`src/rtl/control32_pkg.sv`:
```
// Shared opcode/funct constants, FSM state encoding and decode bundle for the
// multi-cycle MIPS control unit.
package control32_pkg;

  localparam logic [5:0] OP_RTYPE = 6'h00;
  localparam logic [5:0] OP_J     = 6'h02;
  localparam logic [5:0] OP_JAL   = 6'h03;
  localparam logic [5:0] OP_BEQ   = 6'h04;
  localparam logic [5:0] OP_BNE   = 6'h05;
  localparam logic [5:0] OP_LW    = 6'h23;
  localparam logic [5:0] OP_SW    = 6'h2B;
  localparam logic [5:0] FN_JR    = 6'h08;

  typedef enum logic [2:0] {
    S_IF  = 3'd0,
    S_ID  = 3'd1,
    S_EX  = 3'd2,
    S_MEM = 3'd3,
    S_WB  = 3'd4
  } state_e;

  typedef struct packed {
    logic r_format;
    logic i_format;
    logic jr;
    logic jmp;
    logic jal;
    logic branch;
    logic nbranch;
    logic lw;
    logic sw;
    logic reg_dst;
    logic alu_src;
    logic sftmd;
  } decode_t;

  // sll, srl, sra, sllv, srlv, srav
  function automatic logic is_shift_funct(input logic [5:0] fn);
    logic hit;
    case (fn)
      6'h00, 6'h02, 6'h03, 6'h04, 6'h06, 6'h07: hit = 1'b1;
      default:                                  hit = 1'b0;
    endcase
    return hit;
  endfunction

endpackage

```
`src/rtl/control32_multicycle_if.sv`:
```
// Bus between the control unit (slave) and the datapath/memory side (master).
interface control32_multicycle_if #(
  parameter int ADDR_HI_W = 22
);
  logic [5:0]           Opcode;
  logic [5:0]           Function_opcode;
  logic [ADDR_HI_W-1:0] Alu_resultHigh;
  logic                 mem_ready;
  logic                 io_ready;

  logic       PCWrite, IRWrite;
  logic       Jr, Jmp, Jal, Branch, nBranch, I_format, Sftmd, RegDST, ALUSrc;
  logic [1:0] ALUOp;
  logic       RegWrite, MemWrite, MemRead, IORead, IOWrite, MemorIOtoReg;
  logic       io_timeout;
  logic [2:0] state;

  modport slave (
    input  Opcode, Function_opcode, Alu_resultHigh, mem_ready, io_ready,
    output PCWrite, IRWrite, Jr, Jmp, Jal, Branch, nBranch, I_format, Sftmd,
           RegDST, ALUSrc, ALUOp, RegWrite, MemWrite, MemRead, IORead, IOWrite,
           MemorIOtoReg, io_timeout, state
  );

  modport master (
    output Opcode, Function_opcode, Alu_resultHigh, mem_ready, io_ready,
    input  PCWrite, IRWrite, Jr, Jmp, Jal, Branch, nBranch, I_format, Sftmd,
           RegDST, ALUSrc, ALUOp, RegWrite, MemWrite, MemRead, IORead, IOWrite,
           MemorIOtoReg, io_timeout, state
  );

endinterface

```
`src/rtl/control32_decode.sv`:
```
// Purely combinational instruction decode: Opcode/Function_opcode -> decode bundle.
module control32_decode
  import control32_pkg::*;
(
  input  logic [5:0] opcode_i,
  input  logic [5:0] funct_i,
  output decode_t    dec_o
);

  logic r_s;
  logic i_s;
  logic lw_s;
  logic sw_s;

  assign r_s  = (opcode_i == OP_RTYPE);
  assign i_s  = (opcode_i[5:3] == 3'b001);
  assign lw_s = (opcode_i == OP_LW);
  assign sw_s = (opcode_i == OP_SW);

  assign dec_o.r_format = r_s;
  assign dec_o.i_format = i_s;
  assign dec_o.jr       = r_s && (funct_i == FN_JR);
  assign dec_o.jmp      = (opcode_i == OP_J);
  assign dec_o.jal      = (opcode_i == OP_JAL);
  assign dec_o.branch   = (opcode_i == OP_BEQ);
  assign dec_o.nbranch  = (opcode_i == OP_BNE);
  assign dec_o.lw       = lw_s;
  assign dec_o.sw       = sw_s;
  assign dec_o.reg_dst  = r_s;
  assign dec_o.alu_src  = i_s | lw_s | sw_s;
  assign dec_o.sftmd    = r_s && is_shift_funct(funct_i);

endmodule

```
`src/rtl/control32_multicycle.sv`:
```
// Multi-cycle control FSM (IF/ID/EX/MEM/WB): latches decode, stretches lw/sw until
// RAM or MMIO answers, and aborts a MEM access after IO_WAIT_MAX idle cycles.
module control32_multicycle
  import control32_pkg::*;
#(
  parameter int                   ADDR_HI_W   = 22,
  parameter logic [ADDR_HI_W-1:0] MEM_HI_VAL  = {ADDR_HI_W{1'b1}},
  parameter int                   IO_WAIT_MAX = 15,
  parameter int                   CNT_W       = 4
) (
  input  logic                  clock,
  input  logic                  reset_n,
  control32_multicycle_if.slave bus
);

  localparam logic [CNT_W-1:0] WAIT_MAX = CNT_W'(IO_WAIT_MAX);

  state_e           state_q, state_d;
  logic             run_q;
  decode_t          dec_s, dec_q, dec_d;
  logic             mem_sel_q, mem_sel_d;
  logic [CNT_W-1:0] cnt_q, cnt_d;

  logic is_jump_s, is_mem_s, is_wb_s, ready_s, timeout_s;

  logic pc_write_s, ir_write_s, reg_write_s, mem_write_s, mem_read_s;
  logic io_read_s, io_write_s, mem_to_reg_s, io_timeout_s;

  control32_decode u_decode (
    .opcode_i (bus.Opcode),
    .funct_i  (bus.Function_opcode),
    .dec_o    (dec_s)
  );

  assign is_jump_s = dec_q.jmp | dec_q.jr | dec_q.branch | dec_q.nbranch;
  assign is_mem_s  = dec_q.lw | dec_q.sw;
  assign is_wb_s   = dec_q.r_format | dec_q.i_format | dec_q.jal;
  assign ready_s   = mem_sel_q ? bus.mem_ready : bus.io_ready;
  // Ready in the final wait cycle still completes the access.
  assign timeout_s = (cnt_q == WAIT_MAX) && !ready_s;

  // State register; run_q holds IF idle for the first edge after reset release.
  always_ff @(posedge clock or negedge reset_n) begin
    if (!reset_n) begin
      state_q <= S_IF;
      run_q   <= 1'b0;
    end else begin
      state_q <= state_d;
      run_q   <= 1'b1;
    end
  end

  // Next-state logic.
  always_comb begin
    state_d = state_q;
    case (state_q)
      S_IF: begin
        if (run_q) state_d = S_ID;
        else       state_d = S_IF;
      end
      S_ID: state_d = S_EX;
      S_EX: begin
        if (is_jump_s)     state_d = S_IF;
        else if (is_mem_s) state_d = S_MEM;
        else if (is_wb_s)  state_d = S_WB;
        else               state_d = S_IF;
      end
      S_MEM: begin
        if (ready_s) begin
          if (dec_q.lw) state_d = S_WB;
          else          state_d = S_IF;
        end else if (timeout_s) begin
          state_d = S_IF;
        end else begin
          state_d = S_MEM;
        end
      end
      S_WB:    state_d = S_IF;
      default: state_d = S_IF;
    endcase
  end

  // Next values for the decode latch, address-space latch and wait counter.
  always_comb begin
    dec_d     = dec_q;
    mem_sel_d = mem_sel_q;
    cnt_d     = cnt_q;
    if (state_q == S_ID) begin
      dec_d = dec_s;
    end else begin
      dec_d = dec_q;
    end
    if (state_q == S_EX) begin
      mem_sel_d = (bus.Alu_resultHigh == MEM_HI_VAL);
      cnt_d     = {CNT_W{1'b0}};
    end else if ((state_q == S_MEM) && !ready_s && !timeout_s) begin
      cnt_d = cnt_q + {{(CNT_W-1){1'b0}}, 1'b1};
    end else begin
      cnt_d = cnt_q;
    end
  end

  // Decode latch, address-space latch and wait counter registers.
  always_ff @(posedge clock or negedge reset_n) begin
    if (!reset_n) begin
      dec_q     <= '0;
      mem_sel_q <= 1'b0;
      cnt_q     <= {CNT_W{1'b0}};
    end else begin
      dec_q     <= dec_d;
      mem_sel_q <= mem_sel_d;
      cnt_q     <= cnt_d;
    end
  end

  // State-gated strobes; everything is zero in IF while run_q is low.
  always_comb begin
    pc_write_s   = 1'b0;
    ir_write_s   = 1'b0;
    reg_write_s  = 1'b0;
    mem_write_s  = 1'b0;
    mem_read_s   = 1'b0;
    io_read_s    = 1'b0;
    io_write_s   = 1'b0;
    mem_to_reg_s = 1'b0;
    io_timeout_s = 1'b0;
    case (state_q)
      S_IF: ir_write_s = run_q;
      S_ID: ir_write_s = 1'b0;
      S_EX: pc_write_s = is_jump_s | ~(is_mem_s | is_wb_s);
      S_MEM: begin
        mem_read_s   = dec_q.lw &  mem_sel_q;
        io_read_s    = dec_q.lw & ~mem_sel_q;
        mem_to_reg_s = dec_q.lw;
        mem_write_s  = dec_q.sw &  mem_sel_q;
        io_write_s   = dec_q.sw & ~mem_sel_q;
        if (ready_s) begin
          pc_write_s = dec_q.sw;
        end else if (timeout_s) begin
          pc_write_s   = 1'b1;
          io_timeout_s = 1'b1;
        end else begin
          pc_write_s = 1'b0;
        end
      end
      S_WB: begin
        reg_write_s  = ~dec_q.jr;
        mem_to_reg_s = dec_q.lw;
        pc_write_s   = 1'b1;
      end
      default: pc_write_s = 1'b0;
    endcase
  end

  assign bus.PCWrite      = pc_write_s;
  assign bus.IRWrite      = ir_write_s;
  assign bus.RegWrite     = reg_write_s;
  assign bus.MemWrite     = mem_write_s;
  assign bus.MemRead      = mem_read_s;
  assign bus.IORead       = io_read_s;
  assign bus.IOWrite      = io_write_s;
  assign bus.MemorIOtoReg = mem_to_reg_s;
  assign bus.io_timeout   = io_timeout_s;
  assign bus.state        = state_q;

  assign bus.Jr       = dec_q.jr;
  assign bus.Jmp      = dec_q.jmp;
  assign bus.Jal      = dec_q.jal;
  assign bus.Branch   = dec_q.branch;
  assign bus.nBranch  = dec_q.nbranch;
  assign bus.I_format = dec_q.i_format;
  assign bus.Sftmd    = dec_q.sftmd;
  assign bus.RegDST   = dec_q.reg_dst;
  assign bus.ALUSrc   = dec_q.alu_src;
  assign bus.ALUOp    = {dec_q.r_format | dec_q.i_format, dec_q.branch | dec_q.nbranch};

endmodule
```
`src/flat_wrapper.sv`:
```
// flat-port wrapper written by rule: the top's interface ports become plain ports
module control32_multicycle_flat import control32_pkg::*;
#(
  parameter int                   ADDR_HI_W   = 22,
  parameter logic [ADDR_HI_W-1:0] MEM_HI_VAL  = {ADDR_HI_W{1'b1}},
  parameter int                   IO_WAIT_MAX = 15,
  parameter int                   CNT_W       = 4
)
  (clock, reset_n, bus_Opcode, bus_Function_opcode, bus_Alu_resultHigh, bus_mem_ready, bus_io_ready, bus_PCWrite, bus_IRWrite, bus_Jr, bus_Jmp, bus_Jal, bus_Branch, bus_nBranch, bus_I_format, bus_Sftmd, bus_RegDST, bus_ALUSrc, bus_ALUOp, bus_RegWrite, bus_MemWrite, bus_MemRead, bus_IORead, bus_IOWrite, bus_MemorIOtoReg, bus_io_timeout, bus_state);
  control32_multicycle_if #(.ADDR_HI_W(ADDR_HI_W)) bus_i ();
  input  logic clock;
  input  logic reset_n;
  input wire logic [$bits(bus_i.Opcode)-1:0] bus_Opcode;
  input wire logic [$bits(bus_i.Function_opcode)-1:0] bus_Function_opcode;
  input wire logic [$bits(bus_i.Alu_resultHigh)-1:0] bus_Alu_resultHigh;
  input wire logic [$bits(bus_i.mem_ready)-1:0] bus_mem_ready;
  input wire logic [$bits(bus_i.io_ready)-1:0] bus_io_ready;
  output wire logic [$bits(bus_i.PCWrite)-1:0] bus_PCWrite;
  output wire logic [$bits(bus_i.IRWrite)-1:0] bus_IRWrite;
  output wire logic [$bits(bus_i.Jr)-1:0] bus_Jr;
  output wire logic [$bits(bus_i.Jmp)-1:0] bus_Jmp;
  output wire logic [$bits(bus_i.Jal)-1:0] bus_Jal;
  output wire logic [$bits(bus_i.Branch)-1:0] bus_Branch;
  output wire logic [$bits(bus_i.nBranch)-1:0] bus_nBranch;
  output wire logic [$bits(bus_i.I_format)-1:0] bus_I_format;
  output wire logic [$bits(bus_i.Sftmd)-1:0] bus_Sftmd;
  output wire logic [$bits(bus_i.RegDST)-1:0] bus_RegDST;
  output wire logic [$bits(bus_i.ALUSrc)-1:0] bus_ALUSrc;
  output wire logic [$bits(bus_i.ALUOp)-1:0] bus_ALUOp;
  output wire logic [$bits(bus_i.RegWrite)-1:0] bus_RegWrite;
  output wire logic [$bits(bus_i.MemWrite)-1:0] bus_MemWrite;
  output wire logic [$bits(bus_i.MemRead)-1:0] bus_MemRead;
  output wire logic [$bits(bus_i.IORead)-1:0] bus_IORead;
  output wire logic [$bits(bus_i.IOWrite)-1:0] bus_IOWrite;
  output wire logic [$bits(bus_i.MemorIOtoReg)-1:0] bus_MemorIOtoReg;
  output wire logic [$bits(bus_i.io_timeout)-1:0] bus_io_timeout;
  output wire logic [$bits(bus_i.state)-1:0] bus_state;
  assign bus_i.Opcode = bus_Opcode;
  assign bus_i.Function_opcode = bus_Function_opcode;
  assign bus_i.Alu_resultHigh = bus_Alu_resultHigh;
  assign bus_i.mem_ready = bus_mem_ready;
  assign bus_i.io_ready = bus_io_ready;
  assign bus_PCWrite = bus_i.PCWrite;
  assign bus_IRWrite = bus_i.IRWrite;
  assign bus_Jr = bus_i.Jr;
  assign bus_Jmp = bus_i.Jmp;
  assign bus_Jal = bus_i.Jal;
  assign bus_Branch = bus_i.Branch;
  assign bus_nBranch = bus_i.nBranch;
  assign bus_I_format = bus_i.I_format;
  assign bus_Sftmd = bus_i.Sftmd;
  assign bus_RegDST = bus_i.RegDST;
  assign bus_ALUSrc = bus_i.ALUSrc;
  assign bus_ALUOp = bus_i.ALUOp;
  assign bus_RegWrite = bus_i.RegWrite;
  assign bus_MemWrite = bus_i.MemWrite;
  assign bus_MemRead = bus_i.MemRead;
  assign bus_IORead = bus_i.IORead;
  assign bus_IOWrite = bus_i.IOWrite;
  assign bus_MemorIOtoReg = bus_i.MemorIOtoReg;
  assign bus_io_timeout = bus_i.io_timeout;
  assign bus_state = bus_i.state;
  control32_multicycle #(.ADDR_HI_W(ADDR_HI_W), .MEM_HI_VAL(MEM_HI_VAL), .IO_WAIT_MAX(IO_WAIT_MAX), .CNT_W(CNT_W)) u_core (.clock(clock), .reset_n(reset_n), .bus(bus_i));
endmodule
```
`config.mk`:
```
export PLATFORM = sky130hd
export DESIGN_NAME = control32_multicycle_flat
export DESIGN_NICKNAME = d
export VERILOG_FILES = /design/src/rtl/control32_pkg.sv /design/src/rtl/control32_multicycle_if.sv /design/src/rtl/control32_decode.sv /design/src/rtl/control32_multicycle.sv /design/src/flat_wrapper.sv
export SDC_FILE = /design/constraint.sdc
export NUM_CORES = 1
export LEC_CHECK = 0
export CAP_MARGIN = 20
export CORE_UTILIZATION = 25
export CTS_BUF_LIST = sky130_fd_sc_hd__clkbuf_4
export CTS_CLUSTER_DIAMETER = 150
export DETAILED_ROUTE_END_ITERATION = 8
export GPL_ROUTABILITY_DRIVEN = 0
export GPL_TIMING_DRIVEN = 0
export MAX_ROUTING_LAYER = met4
export RECOVER_POWER = 50
export REMOVE_ABC_BUFFERS = 1
export SLEW_MARGIN = 15
export SYNTH_ARGS = -nofsm -noshare
export SYNTH_HDL_FRONTEND = slang
export SYNTH_HIERARCHICAL = 1
export SYNTH_SLANG_ARGS = --single-unit
```
`constraint.sdc`:
```
create_clock -name clock -period 3.33 [get_ports clock]
set_clock_uncertainty 0.1 [all_clocks]
set_input_delay 0.666 -clock clock [delete_from_list [all_inputs] [get_ports clock]]
set_output_delay 0.666 -clock clock [all_outputs]
set_load 0.005 [all_outputs]
```
==> results.md, run 1 <==
- Status: complete, no violations
- Arr. time, crit path: roughly 2.5 ns
- Critical-path top delay cell: clkdlybuf4s50_1
- Num rows: 25
- R2R Setup Slk: 1.39 ns
- Routed Antenna Nets: 0
- Avg Cell Area, Syn: around 10 um2
- DR WL/cell: about 13 um
- Post_cts resized: 0
- CTS max path bufs: 2
- Starting density of the core: between 20% and 30%
- Core area: 4755 um2
- Worst min path class: flop to flop
- DRC: 0
- Peak VDD IR: approximately 0.00015 V
- Clock sinks: 21
- Crit path max-delay family: buffers and inverters
- Total gr overflow: 0
- PnR worst setup slack: roughly 0.098 ns
- Total Routed Length: between 3 and 4 mm
- Max-cap violations: 0
- Power per cell area: between 400 and 500 nW/um2
- Required @ worst endpoint: roughly 2.6 ns
- R2r startpoint: u_core/bus.state[2]$_DFF_PN0_
- Leakage power: between 0.0008 and 0.0009 uW
- CTS clk-pin slew, worst paths: 0.11 ns
- DR vias/cell: about 4.8
- Inserted Clock Buffers: 3
- Distinct cell type count after synthesis: 33
- GRT Total Usage: between 10% and 20%
- Pre-Repair DR Iteration Count: 4
- Count of input and output buffers: 60
- Syn. warnings: 6
- Antenna violations before repair: 0
- Tmin final: roughly 3.2 ns
- Detailed placer's ending HPWL: approximately 2.6 mm
- Worst relative slew slack: between 30% and 40%
- Worst Setup End Kind: output port
- DR vias: approximately 1200
- Worst slew pin tran: 0.9818 ns
- Top post-synthesis cells by area: dfrtp_1, mux2_2, mux2i_1
- Synth cell count leaders: dfrtp_1, mux2_2, nand2_1
- Worst hold slack: 0.4162 ns
- Die H: about 73 um
- Yosys reg bits: 21
- Buf/Inv on CP: 2
- Nets: between 200 and 250
- Largest net degree at the start of global routing: 22
- Root buffer cell: clkbuf_4
- Share of layout cells above drive strength 1: a little over an eighth
- H-tree levels: 1
- DR iter-0 viols: 35
- Final Setup Violations: 0
- Antenna cells: 0
- Critical path cell sequence: clkdlybuf4s50_1 -> mux2i_1 -> mux2i_1 -> o221ai_1 -> clkdlybuf4s50_1
- Synth top area share: 42.08%
- Die area: between 5000 and 6000 um2
- I/O pins: 61
- Die span in x: 72.68 um
- Worst r2r dst: u_core/dec_q[11]$_DFFE_PN0P_
- Worst R2R Path Depth: 2
- Hold Vio Cnt, Final: 0
- Post-synth EDFFs: 0
- Post-Syn Area: roughly 1200 um2
- Worst setup SP type: input port
- Synth Flop Type: dfrtp_1
- Setup Total Neg Slack: 0 ns
- Max FO, Critical Path: 6
- Post-place setup slack: 0.1367 ns
- Fin. max-slew vios: 0
- Synth-to-Final Area Change: 53.01%
- Vias in the first global route: 1169
- HP Start: u_core/bus.RegDST$_DFFE_PN0P_
- CP max stage delay: 0.56 ns
- Worst hold stages: 1
- Worst hold endpoint: u_core/bus.RegDST$_DFFE_PN0P_
- Max Freq: approximately 0.31 GHz
- Asr flop ratio synth: 100.0%
- Post-CTS Setup Inserts: 0
- Sequential-to-total area share from yosys stat: between 40% and 50%
- Worst-skew pair later-pin latency: approximately 0.31 ns
- Post-Synthesis Cells: 121
- CTS tree: yes
- Most common cell in the netlist: dfrtp_1
- First-pass GRT wire length: between 5 and 6 mm
- CP Class: input port to output port
- RSZ-0062 raised after global routing: false
- Largest area contributor in the netlist: dfrtp_1
- Crit share post-route: between 90% and 100%
- Cts-stage hold buffer count: 0
==> worst reg2reg max path, stage by stage, from the launching register on <==
cell     delay (ns)
dfrtp_1        0.49
nor3b_2        0.82
mux2_2         0.42
==> per-stage QoR <==
step	util, %	power, uW	std cells	area [um2]
floorplan	-	496.8	113	1196
global placement	39.55	680.0	240	1881
detailed placement	39.55	692.3	240	1881
CTS	40.18	821.4	244	1911
global route	40.18	866.0	244	1911
finish	40.18	810.7	244	1911
==> registers in the layout (all words and copies together) (netlist names) <==
signal               cells
u_core/bus.I_format      1
u_core/bus.Branch        1
u_core/bus.nBranch       1
u_core/bus.state         3
u_core/cnt_q             4
u_core/bus.ALUSrc        1
u_core/bus.RegDST        1
u_core/bus.Jal           1
u_core/mem_sel_q         1
u_core/run_q             1
u_core/bus.Jr            1
u_core/bus.Sftmd         1
u_core/dec_q             3
u_core/bus.Jmp           1
==> cells by family (layout without fill, tap and decap cells) <==
kind of cell / count (synthesis) / after routing / synth area share (%)
AO/OA/AOI/OAI: 6 / 6 / 5.311
adder cells (fa/ha/maj): 1 / 1 / 1.002
buffers and inverters: 12 / 68 / 5.410
flip-flops: 21 / 21 / 42.08
AND/OR/NAND/NOR: 62 / 62 / 30.26
multiplexers: 18 / 18 / 15.63
other: 1 / 1 / 0.3003
==> layout by cell type, fill, tap and decap left out <==
| cell type | count |
|---|---|
| nand3b_1 | 5 |
| clkdlybuf4s50_1 | 56 |
| nor2_1 | 8 |
| or2b_1 | 2 |
| nand3_1 | 3 |
| ha_1 | 1 |
| inv_1 | 4 |
| clkbuf_4 | 3 |
| and3_1 | 5 |
| nand4_1 | 7 |
| or4_4 | 2 |
| a22o_1 | 1 |
| a21oi_1 | 1 |
| nor4b_1 | 1 |
| and3b_1 | 1 |
| a21boi_0 | 1 |
| nor3b_2 | 1 |
| nand4b_1 | 2 |
| nor3b_1 | 2 |
| or3_2 | 1 |
| or4b_2 | 1 |
| nand2_1 | 10 |
| dlygate4sd3_1 | 4 |
| mux2i_1 | 6 |
| mux2_2 | 12 |
| dfrtp_1 | 21 |
| clkinvlp_4 | 1 |
| nor4_1 | 3 |
| or2_2 | 2 |
| conb_1 | 1 |
| o221ai_1 | 1 |
| or3b_1 | 1 |
| a32oi_1 | 1 |
| nor3_1 | 5 |
| a2111oi_4 | 1 |
==> power by group <==
group          internal [uW]  switching (uW)  total, uW
sequential               293            43.7        336
clock                   45.7            81.3        127
combinational            205             143        347
==> layer usage <==
| layer | vias up | global-route usage (%) | wire (um) |
|---|---|---|---|
| met2 | 62 | 23.36 | 1597 |
| met3 | 4 | 2.624 | 262 |
| met1 | 562 | 14.50 | 1357 |
| met4 | 0 | 3.050 | 26 |
| li1 | 554 | - | - |
| met5 | - | - | 0 |
==> cell type report <==
type	instances	area [um2]
Sequential cell	21	525.5
Clock inverter	1	7.507
Tap cell	67	83.83
Fill cell	494	2844
Multi-Input combinational cell	88	655.6
Timing Repair Buffer	60	600.6
Clock buffer	3	22.52
Inverter	4	15.01
==> worst max path at each step <==
| stage | startpoint | endpoint | slack [ns] | cells past startpoint |
|---|---|---|---|---|
| 2_1_floorplan | bus_mem_ready | bus_PCWrite | 1.24 | 3 |
| 3_3_place_gp | bus_mem_ready | bus_PCWrite | 0.17 | 5 |
| 3_5_place_dp | bus_mem_ready | bus_PCWrite | 0.14 | 5 |
| 4_1_cts | bus_mem_ready | bus_PCWrite | 0.14 | 5 |
| 5_1_grt | bus_mem_ready | bus_PCWrite | 0.01 | 5 |
| 6_report | bus_mem_ready | bus_PCWrite | 0.1 | 5 |
No activity file was read; power rests on OpenSTA's default activity.
==> inputs of run 2 (changes only) <==
--- a/config.mk
+++ b/config.mk
@@ -5,7 +5,8 @@
 export SDC_FILE = /design/constraint.sdc
 export NUM_CORES = 1
 export LEC_CHECK = 0
-export CAP_MARGIN = 20
+export ABC_AREA = 1
+export CORE_MARGIN = 5
 export CORE_UTILIZATION = 25
 export CTS_BUF_LIST = sky130_fd_sc_hd__clkbuf_4
 export CTS_CLUSTER_DIAMETER = 150
==> run 2 against run 1 <==
Sequential share of layout area down 1.9 points. Core utilization down 3.0 points. Worst hold slack worse by 0.016 ns. First-iteration DRC count up 110%. Combinational power up 39%. Critical path depth unchanged. Synthesized cell count up 74%. Critical path type unchanged. Largest cell class unchanged. Highest routed layer unchanged.
==> results.md, run 2 <==
- Peak VDD IR: 0.0001956 V (+31%)
- Post-synth EDFFs: 0 (unchanged)
- Met3 Resource Use GR: 2.621% (-0.0030 points)
- Worst setup SP type: input port
- HP Start: u_core/bus.RegDST$_DFFE_PN0P_
- Post-Synthesis Cells: 210 (+74%)
- Max reg flops: 4 (unchanged)
- CP dominant cell by count: nand2_1
- Total Routed Length: 3.622 mm (+12%)
- H-tree levels: 1 (unchanged)
- Worst Setup End Kind: output port
- Mux share of post-synthesis cell area: 0% (-16 points)
- Most frequent cells in the layout: nand2_1, clkdlybuf4s50_1, inv_1
- Share of layout cells above drive strength 1: 4.869% (-8.7 points)
- Fin. max-slew vios: 0 (unchanged)
- Synthesized-area fraction occupied by adder cells: 0.8865% (-0.12 points)
- Routed Antenna Nets: 0 (unchanged)
- Distinct cell type count after synthesis: 22 (-33%)
- Clock sinks: 21 (unchanged)
- Status: complete, no violations
- Core area: 5507 um2 (+16%)
- Worst slew pin tran: 0.9551 ns (-0.02662 ns)
- CP Class: input port to output port
- RSZ-0062 raised after global routing: false
- GRT Max-Usage Layer: met2
- Fill cells: 607 (+23%)
- Largest net degree at the start of global routing: 26 (+18%)
- Synth cell count leaders: nand2_1, inv_1, nor2_1
- DR WL/cell: 10.68 um (-20%)
- Worst r2r dst: u_core/cnt_q[1]$_DFFE_PN0P_
- Total gr overflow: 0 (unchanged)
- Top post-synthesis cells by area: dfrtp_1, nand2_1, inv_1
- Nets: 307 (+41%)
- DR vias: 1411 (+19%)
- Critical path cell sequence: dlygate4sd3_1 -> nand2_1 -> nand2_1 -> nor3_1 -> clkdlybuf4s50_1
- CTS clk-pin slew, worst paths: 0.11 ns (about the same)
- Yosys reg bits: 21 (unchanged)
- Worst-skew pair later-pin latency: 0.32 ns (about the same)
- Post_cts resized: 0 (unchanged)
- Critical-path top delay cell: dlygate4sd3_1
- Commonest non-fill, non-tap cell in the layout: nand2_1
- Avg Cell Area, Syn: 6.721 um2 (-35%)
- Count of input and output buffers: 60 (unchanged)
- Non-filler cells in the finished layout: 339 (+39%)
- Synth Area in Simple Gates: 41.93% (+12 points)
- Tmin final: 2.944 ns (-0.2882 ns)
- Met2 Resource Use GR: 19.21% (-4.2 points)
- DRC: 0 (unchanged)
- Die H: 85.14 um (+17%)
- Most common cell in the netlist: nand2_1
- Arr. time, crit path: 2.18 ns (-0.29 ns)
- Total Power: 974.1 uW (+20%)
- Num rows: 27 (+8.0%)
- CTS tree: yes
- Post-Synth XOR/XNOR Area: 0% (unchanged)
- Max-cap violations: 0 (unchanged)
- Max Freq: 0.3397 GHz (+9.8%)
- DR vias/cell: 4.162 (-14%)
- Largest area contributor in the netlist: dfrtp_1
- Biggest register: u_core/cnt_q
- First-pass GRT wire length: 6.230 mm (+21%)
- Setup Total Neg Slack: 0 ns (unchanged)
- Pre-Repair DR Iteration Count: 4 (unchanged)
- Syn. warnings: 6 (unchanged)
- I/O pins: 61 (unchanged)
- Sequential-to-total area share from yosys stat: 37.23% (-4.9 points)
- Vias in the first global route: 1491 (+28%)
- Post-Syn Area: 1411 um2 (+13%)
- Post-CTS Setup Inserts: 0 (unchanged)
- DR iter-0 viols: 73 (+110%)
- Starting density of the core: 25.63% (-0.63 points)
- Synth-to-Final Area Change: 45.21%
- Inserted Clock Buffers: 3 (unchanged)
- Total area of sequential cells: 525.5 um2 (unchanged)
- Root buffer cell: clkbuf_4
- R2r startpoint: u_core/cnt_q[0]$_DFFE_PN0P_
- Synth Flop Type: dfrtp_1
- GRT Total Usage: 10.83% (-2.1 points)
- CP max stage delay: 0.57 ns (about the same)
- Asr flop ratio synth: 100.0% (unchanged)
- Required @ worst endpoint: 2.56 ns (about the same)
- Compound-gate portion of the synthesized area: 5.585% (+0.27 points)
- Synth top area share: 37.23% (-4.9 points)
- R2R Setup Slk: 1.82 ns (+0.43 ns)
- Worst R2R Path Depth: 5 (+3)
- Antenna violations before repair: 0 (unchanged)
- Largest family of logic cells by synthesized area: simple AND/OR/NAND/NOR gates
- CTS max path bufs: 2 (unchanged)
- Worst min path class: flop to flop
- Area of the multi-input gates: 666.9 um2 (+1.7%)
- Cts-stage hold buffer count: 0 (unchanged)
- Hold Vio Cnt, Final: 0 (unchanged)
- Leakage power: 0.0009588 uW (+16%)
- Worst hold endpoint: u_core/bus.RegDST$_DFFE_PN0P_
- Met1 Resource Use GR: 11.65% (-2.8 points)
- Crit share post-route: 88.40% (-8.7 points)
- Max FO, Critical Path: 4 (-2)
- Antenna cells: 0 (unchanged)
- Die area: 7248 um2 (+37%)
- Final Setup Violations: 0 (unchanged)
- Die span in x: 85.14 um (+17%)
- Detailed placer's ending HPWL: 3.049 mm (+18%)
- Power per cell area: 475.3 nW/um2 (+12%)
- Placed insts: 335 (+40%)
- Worst hold stages: 2 (+1)
- Worst relative slew slack: 36.11% (+1.9 points)
run 2: changes by cell type after synthesis, sizes merged, moves of 12 or more:
cell,change
inv,+33
nand3,+16
mux2,-12
o21ai,+12
nor2,+25
nand2,+51
run 2: how the worst max path moves through the flow:
stage                           endpoint  slack [ns]           from
after global routing         bus_PCWrite        0.29  bus_mem_ready
after detailed placement     bus_PCWrite        0.43  bus_mem_ready
after floorplan              bus_PCWrite        1.52  bus_mem_ready
after global placement       bus_PCWrite        0.44  bus_mem_ready
after CTS                    bus_PCWrite        0.43  bus_mem_ready
final                     bus_io_timeout        0.39  bus_mem_ready
run 2: final cells by class:
cell class                      count  area share [%]
Clock buffer                        3           1.099
Inverter                           37           6.777
Timing Repair Buffer               60           29.30
Clock inverter                      1          0.2442
Sequential cell                    21           25.64
Tap cell                           72           4.396
Multi-Input combinational cell    145           32.54
run 2: report_power, final:
part           leakage (uW)  total (uW)  internal (uW)  switching, uW
Combinational      0.000660         481            228            253
Sequential         0.000281         367            310           56.9
Clock             0.0000177         127           45.0           81.7
Total              0.000959         974            583            392
run 2: worst max-delay path: cells and delay by family:
kind / cells / cell delay, ns
and+or+nand+nor: 3 / 0.40
buffers and inverters: 2 / 1.11
run 2: stage by stage:
stage	area, um2	utilization (%)	setup WS [ns]	hold slack [ns]
final	2049	37.22	0.3864	0.4002
after CTS	2069	37.58	0.4303	0.4053
after floorplan	1351	-	1.519	0.2704
after global routing	2049	37.22	0.2869	0.4531
after detailed placement	2042	37.08	0.4318	0.3753
after global placement	2042	37.08	0.4399	0.3715
run 2: routing by layer:
layer | wire length, um | part of all wire, % | vias up
met1 | 1576 | 44 | 619
met3 | 192 | 5.3 | 6
li1 | - | - | 753
met5 | 0 | 0 | -
met4 | 57 | 1.6 | 0
met2 | 1796 | 50 | 33
run 2: kinds of logic (layout without fill, tap and decap cells):
group	after synthesis	count (layout)
other	1	1
adders and majority gates	1	1
and+or+nand+nor	128	128
AOI/OAI and AO/OA	15	15
DFF	21	21
buffers and inverters	44	101
